==> src/rtl/freq_bcd_hold_if.sv <==
// Sample/result bundle between the frequency counter, the BCD hold stage and the digit scanner.
interface freq_bcd_hold_if #(
  parameter int DATA_W = 12
);
  logic [DATA_W-1:0] freq_data;
  logic              freq_valid;
  logic [15:0]       bcd_out;
  logic              bcd_valid;
  logic              busy;

  modport master (
    output freq_data, freq_valid,
    input  bcd_out, bcd_valid, busy
  );

  modport slave (
    input  freq_data, freq_valid,
    output bcd_out, bcd_valid, busy
  );
endinterface

==> src/rtl/freq_bcd_hold.sv <==
// Samples the binary frequency once per refresh tick, double-dabbles it into four BCD digits and holds them.
// Result visible 13 cycles after the sample cycle; a due sample waits for freq_valid indefinitely, no backpressure.
module freq_bcd_hold #(
  parameter int REFRESH_CNT = 25_000_000,
  parameter int DATA_W      = 12
) (
  input logic            clk,
  input logic            rst,
  freq_bcd_hold_if.slave bus
);
  localparam int CNT_W  = $clog2(REFRESH_CNT);
  localparam int ITER_W = $clog2(DATA_W);

  typedef enum logic [1:0] {IDLE, SHIFT, DONE} state_t;

  state_t              state;
  state_t              state_nxt;
  logic [CNT_W-1:0]    cnt;
  logic                tick;
  logic                pending;
  logic                sample;
  logic                last_iter;
  logic [ITER_W-1:0]   iter;
  logic [DATA_W-1:0]   bin_sr;
  logic [DATA_W-1:0]   bin_nxt;
  logic [15:0]         bcd_sr;
  logic [15:0]         bcd_corr;
  logic [15:0]         bcd_nxt;
  logic [15+DATA_W:0]  shifted;

  assign tick      = (cnt == CNT_W'(REFRESH_CNT - 1));
  assign sample    = (state == IDLE) && pending && bus.freq_valid;
  assign last_iter = (iter == ITER_W'(DATA_W - 1));

  always_ff @(posedge clk or negedge rst) begin
    if (!rst) begin
      cnt <= '0;
    end else if (tick) begin
      cnt <= '0;
    end else begin
      cnt <= cnt + CNT_W'(1);
    end
  end

  // A tick coinciding with the sample re-arms pending so that refresh is not lost.
  always_ff @(posedge clk or negedge rst) begin
    if (!rst) begin
      pending <= 1'b1;
    end else if (sample) begin
      pending <= tick;
    end else if (tick) begin
      pending <= 1'b1;
    end
  end

  always_comb begin
    bcd_corr = bcd_sr;
    for (int i = 0; i < 4; i++) begin
      if (bcd_sr[4*i +: 4] >= 4'd5) begin
        bcd_corr[4*i +: 4] = bcd_sr[4*i +: 4] + 4'd3;
      end
    end
    shifted = {bcd_corr, bin_sr} << 1;
    bcd_nxt = shifted[15+DATA_W -: 16];
    bin_nxt = shifted[DATA_W-1:0];
  end

  always_comb begin
    state_nxt = state;
    case (state)
      IDLE:    if (sample) state_nxt = SHIFT;
      SHIFT:   if (last_iter) state_nxt = DONE;
      DONE:    state_nxt = IDLE;
      default: state_nxt = IDLE;
    endcase
  end

  always_ff @(posedge clk or negedge rst) begin
    if (!rst) begin
      state <= IDLE;
    end else begin
      state <= state_nxt;
    end
  end

  always_ff @(posedge clk or negedge rst) begin
    if (!rst) begin
      bin_sr        <= '0;
      bcd_sr        <= '0;
      iter          <= '0;
      bus.bcd_out   <= '0;
      bus.bcd_valid <= 1'b0;
      bus.busy      <= 1'b0;
    end else begin
      bus.bcd_valid <= (state_nxt == DONE);
      bus.busy      <= (state_nxt != IDLE);
      if (sample) begin
        bin_sr <= bus.freq_data;
        bcd_sr <= '0;
        iter   <= '0;
      end else if (state == SHIFT) begin
        bin_sr <= bin_nxt;
        bcd_sr <= bcd_nxt;
        iter   <= iter + ITER_W'(1);
        // Published together with the DONE cycle so bcd_valid and the new digits coincide.
        if (last_iter) begin
          bus.bcd_out <= bcd_nxt;
        end
      end
    end
  end
endmodule

==> src/flat_wrapper.sv <==
// flat-port wrapper written by rule: the top's interface ports become plain ports
module freq_bcd_hold_flat 
#(
  parameter int REFRESH_CNT = 25_000_000,
  parameter int DATA_W      = 12
)
  (clk, rst, bus_freq_data, bus_freq_valid, bus_bcd_out, bus_bcd_valid, bus_busy);
  freq_bcd_hold_if #(.DATA_W(DATA_W)) bus_i ();
  input logic clk;
  input logic rst;
  input wire logic [$bits(bus_i.freq_data)-1:0] bus_freq_data;
  input wire logic [$bits(bus_i.freq_valid)-1:0] bus_freq_valid;
  output wire logic [$bits(bus_i.bcd_out)-1:0] bus_bcd_out;
  output wire logic [$bits(bus_i.bcd_valid)-1:0] bus_bcd_valid;
  output wire logic [$bits(bus_i.busy)-1:0] bus_busy;
  assign bus_i.freq_data = bus_freq_data;
  assign bus_i.freq_valid = bus_freq_valid;
  assign bus_bcd_out = bus_i.bcd_out;
  assign bus_bcd_valid = bus_i.bcd_valid;
  assign bus_busy = bus_i.busy;
  freq_bcd_hold #(.REFRESH_CNT(REFRESH_CNT), .DATA_W(DATA_W)) u_core (.clk(clk), .rst(rst), .bus(bus_i));
endmodule
==> config.mk <==
export PLATFORM = sky130hd
export DESIGN_NAME = freq_bcd_hold_flat
export DESIGN_NICKNAME = d
export VERILOG_FILES = /design/src/rtl/freq_bcd_hold_if.sv /design/src/rtl/freq_bcd_hold.sv /design/src/flat_wrapper.sv
export SDC_FILE = /design/constraint.sdc
export NUM_CORES = 1
export LEC_CHECK = 0
export ABC_CLOCK_PERIOD_IN_PS = 2400
export BUFFER_PORTS_ARGS = -buffer_cell sky130_fd_sc_hd__buf_4
export CORE_MARGIN = 10
export CORE_UTILIZATION = 53
export CTS_CLUSTER_DIAMETER = 80
export DETAILED_ROUTE_END_ITERATION = 8
export PLACE_DENSITY = 0.75
export SYNTH_ARGS = -nofsm -noshare
export SYNTH_HDL_FRONTEND = slang
export SYNTH_SLANG_ARGS = --single-unit
==> constraint.sdc <==
create_clock -name clk -period 2.4 [get_ports clk]
set_clock_uncertainty 0.2 [all_clocks]
set_input_delay 0.48 -clock clk [delete_from_list [all_inputs] [get_ports clk]]
set_output_delay 0.48 -clock clk [all_outputs]
set_load 0.02 [all_outputs]
==> results.py <==
metrics = {
    "clock_tree": {
        "cts.path.max_buffers": 2,
        "number_of_instances_resized_during_post_cts_repair": 0,
        "postCtsHoldBufs": 1,
        "postCtsSetupRepairBufs": 0,
        "clock_transition_at_path_regs_ns": 0.08,
        "cts_tree": "built",
        "h-tree-depth": 3,
        "numClockSinks": 78,
        "insertion_delay_ns": 0.35,
        "tritoncts.num_buffers": 9,
        "cts_root_buffer": "sky130_fd_sc_hd__clkbuf_8",
    },
    "sta": {
        "grt_setup_unrepaired": "false",
        "max-slew-margin-rel": 0.611,
        "tns_ns": 0,
        "timing_hold_violations_final": 0,
        "timing.final.setup_violations": 0,
        "achievable-frequency_ghz": 0.470,
        "final_period_demand_of_the_worst_path_ns": 2.13,
        "final_max_slew_viol_count": 0,
        "fin_crit_sh": 0.886,
        "least_margin_pin_slew_ns": 0.582,
    },
    "logic_synthesis": {
        "ys_seq_area_frac": 0.537,
        "synth_top_family_by_area": "simple AND/OR/NAND/NOR gates",
        "postSynthAreaPerCell_um2": 10.0,
        "share_of_the_synthesized_area_in_the_top_cell_type": 0.530,
        "synth-async-reset-ratio": 1.00,
        "edff_count_synth": 0,
        "synth.top_cells.by_count": "sky130_fd_sc_hd__dfrtp_1, sky130_fd_sc_hd__nand2_1, sky130_fd_sc_hd__o21ai_0",
        "synth_cell_type_count": 38,
        "ys_dominant_reg_cell": "sky130_fd_sc_hd__dfrtp_1",
        "area_share_of_and_or_nand_nor_cells_after_synthesis": 0.223,
        "syn_area_um2": 3640,
        "yosys-top-cells-area": "sky130_fd_sc_hd__dfrtp_1, sky130_fd_sc_hd__nand2_1, sky130_fd_sc_hd__o21ai_0",
        "synth-warning-count": 0,
        "synthesis.instances": 363,
        "synth_adder_area_share": 0.0344,
        "synthesis.nets": 388,
        "synth_xor_xnor_area_share": 0.0626,
        "postSynthRegisterBits": 78,
        "synth.area.mux_share": 0.0124,
        "synthDominantAreaCellType": "sky130_fd_sc_hd__dfrtp_1",
        "synth-compound-area-share": 0.0974,
        "yosysMostFrequentCell": "sky130_fd_sc_hd__dfrtp_1",
    },
    "routing": {
        "vias": 2661,
        "via_per_inst": 5.45,
        "first_iter_violations": 77,
        "detailedRoute.firstPassIterationCount": 4,
        "detail_route.wl_per_cell_um": 15.0,
        "drc": 0,
        "detail-route-antenna-nets": 0,
        "wirelength_um": 7330,
    },
    "setup_path": {
        "worst-endpoint-arrival_ns": 2.20,
        "worstPathRequired_ns": 2.47,
        "maximum_fanout_encountered_on_the_critical_timing_path": 7,
        "timing.setup.critical_path_class": "reg2reg",
        "critical_path.endpoint_type": "flop",
        "critical-path-slowest-cell": "sky130_fd_sc_hd__or4_4",
        "cp_cell_sequence": "ha_1 > inv_1 > or4_4 > nor2_4 > a41oi_1 > nor3_1",
        "reg2regPathDepth": 6,
        "slowest_delay_ns": 0.64,
        "worstSetupStartpointType": "flop",
    },
    "floorplan": {
        "chipWidth_um": 103,
        "dieArea_um2": 10600,
        "num_io_pins": 33,
        "fp-row-count": 30,
        "core_area_um2": 6720,
        "die_height_um": 103,
        "start_util": 0.541,
    },
    "placed_design": {
        "place.port_buffers": 32,
        "dpl-instance-area_um2": 4000,
        "place_hpwl_um": 5080,
        "gpl.final_weighted_congestion": 0.764,
    },
    "global_routing": {
        "global_route.usage.total": 0.152,
        "antenna_violations_before_repair": 0,
        "largest_net_degree_at_the_start_of_global_routing": 42,
        "global_route.overflow_total": 0,
        "wire_length_of_the_first_global_routing_pass_um": 12900,
        "first_global_vias": 2802,
    },
    "flow_run": {
        "drv_cap": 0,
    },
    "cells_and_area": {
        "area_of_all_placed_cells_without_fillers_um2": 4250,
        "nNetsFinal": 428,
        "final_core_utilization": 0.632,
        "fillers": 552,
        "share_of_layout_cells_above_drive_strength_1": 0.186,
        "area.growth.synth_to_final_pct": 16.7,
        "antenna-diode-count": 0,
    },
    "status": {
        "run_status": "finished clean",
    },
    "min_path": {
        "hold_path_depth": 3,
        "holdCritPathClass": "in2reg",
    },
    "pwr": {
        "leakagePower_nw": 2.04,
        "pd_cells_nw_per_um2": 587,
        "maximum_vdd_ir_drop_mv": 0.381,
    },
}
-- placed cells by master (no fill, tap or decap), drive strengths merged, types with 4 or more instances in the layout --
| master | count |
|---|---|
| nor3 | 10 |
| clkbuf | 11 |
| or3b | 4 |
| nor2 | 28 |
| xor2 | 6 |
| buf | 42 |
| and3 | 4 |
| a21oi | 11 |
| o21ai | 35 |
| xnor2 | 20 |
| ha | 10 |
| nand2 | 52 |
| dfrtp | 77 |
| mux2 | 4 |
| a22oi | 11 |
| inv | 16 |
| a31oi | 4 |
| nor4 | 5 |
| nand3 | 24 |
| nand2b | 5 |
| nand4 | 6 |
-- flip-flops by register name (all words and copies together) (netlist names) --
register,flops
u_core.iter,4
u_core.bin_sr,12
u_core.bus.busy,1
u_core.cnt,25
u_core.pending,1
u_core.bus.bcd_out,16
u_core.state,2
u_core.bus.bcd_valid,1
u_core.bcd_sr,16
-- per-stage QoR --
step                      hold WS, ns  worst slack, ns  total power [mW]  std cells
after floorplan               -0.0156            0.393              1.34        363
after global placement          0.259            0.362              1.39        471
after detailed placement        0.267            0.288              1.39        471
after CTS                       0.102            0.279              2.52        488
after global routing            0.106            0.186              2.58        488
final                           0.110            0.274              2.49        488
-- power by group --
part	switching (mW)	internal, mW	total [mW]
clock network	0.490	0.642	1.13
logic	0.0294	0.0188	0.0482
registers	0	1.31	1.31
total	0.520	1.97	2.49
-- critical path, delay by kind of cell, from the launching register on --
kind | cells | cell delay (ns)
simple gates | 3 | 0.96
flops | 1 | 0.44
buf+inv | 1 | 0.07
fa+ha+maj | 1 | 0.26
compound gates | 1 | 0.13
-- cells by family after synthesis --
logic type	count (synthesis)
AND/OR/NAND/NOR	152
AO/OA/AOI/OAI	63
multiplexers	4
adder cells (fa/ha/maj)	10
buffers and inverters	30
XOR/XNOR	26
flip-flops	78
-- routing by layer --
layer  part of all wire  up-vias  track usage  wire length, um
li1                   -     1320            -                -
met1               0.46     1288        0.187             3340
met2               0.49       40        0.251             3580
met3              0.042       13       0.0349              308
met4              0.014        0       0.0674              104
met5                  0        -            0                0
-- final timing paths --
| kind | endpoint | slack (ns) | from |
|---|---|---|---|
| max | u_core.cnt[22] | 0.27 | u_core.cnt[0] |
| max reg2reg | u_core.cnt[22] | 0.27 | u_core.cnt[0] |
| min reg2reg | u_core.bin_sr[10] | 0.28 | u_core.bin_sr[10] |
| min in group asynchronous | u_core.bus.bcd_valid | 0.43 | rst |
| max in group asynchronous | u_core.bin_sr[11] | 0.99 | rst |
| min | u_core.bin_sr[0] | 0.11 | bus_freq_data[0] |
-- final cells by class --
class	count	area, um^2	share of cell area
sequential	78	1950	0.460
multi-input combinational	255	1560	0.368
timing repair buffer	43	338	0.0796
clock buffer	11	151	0.0357
tap	80	100	0.0236
clock inverter	5	81.3	0.0192
inverter	16	60.1	0.0141
Power figures use the tool's default switching activity.
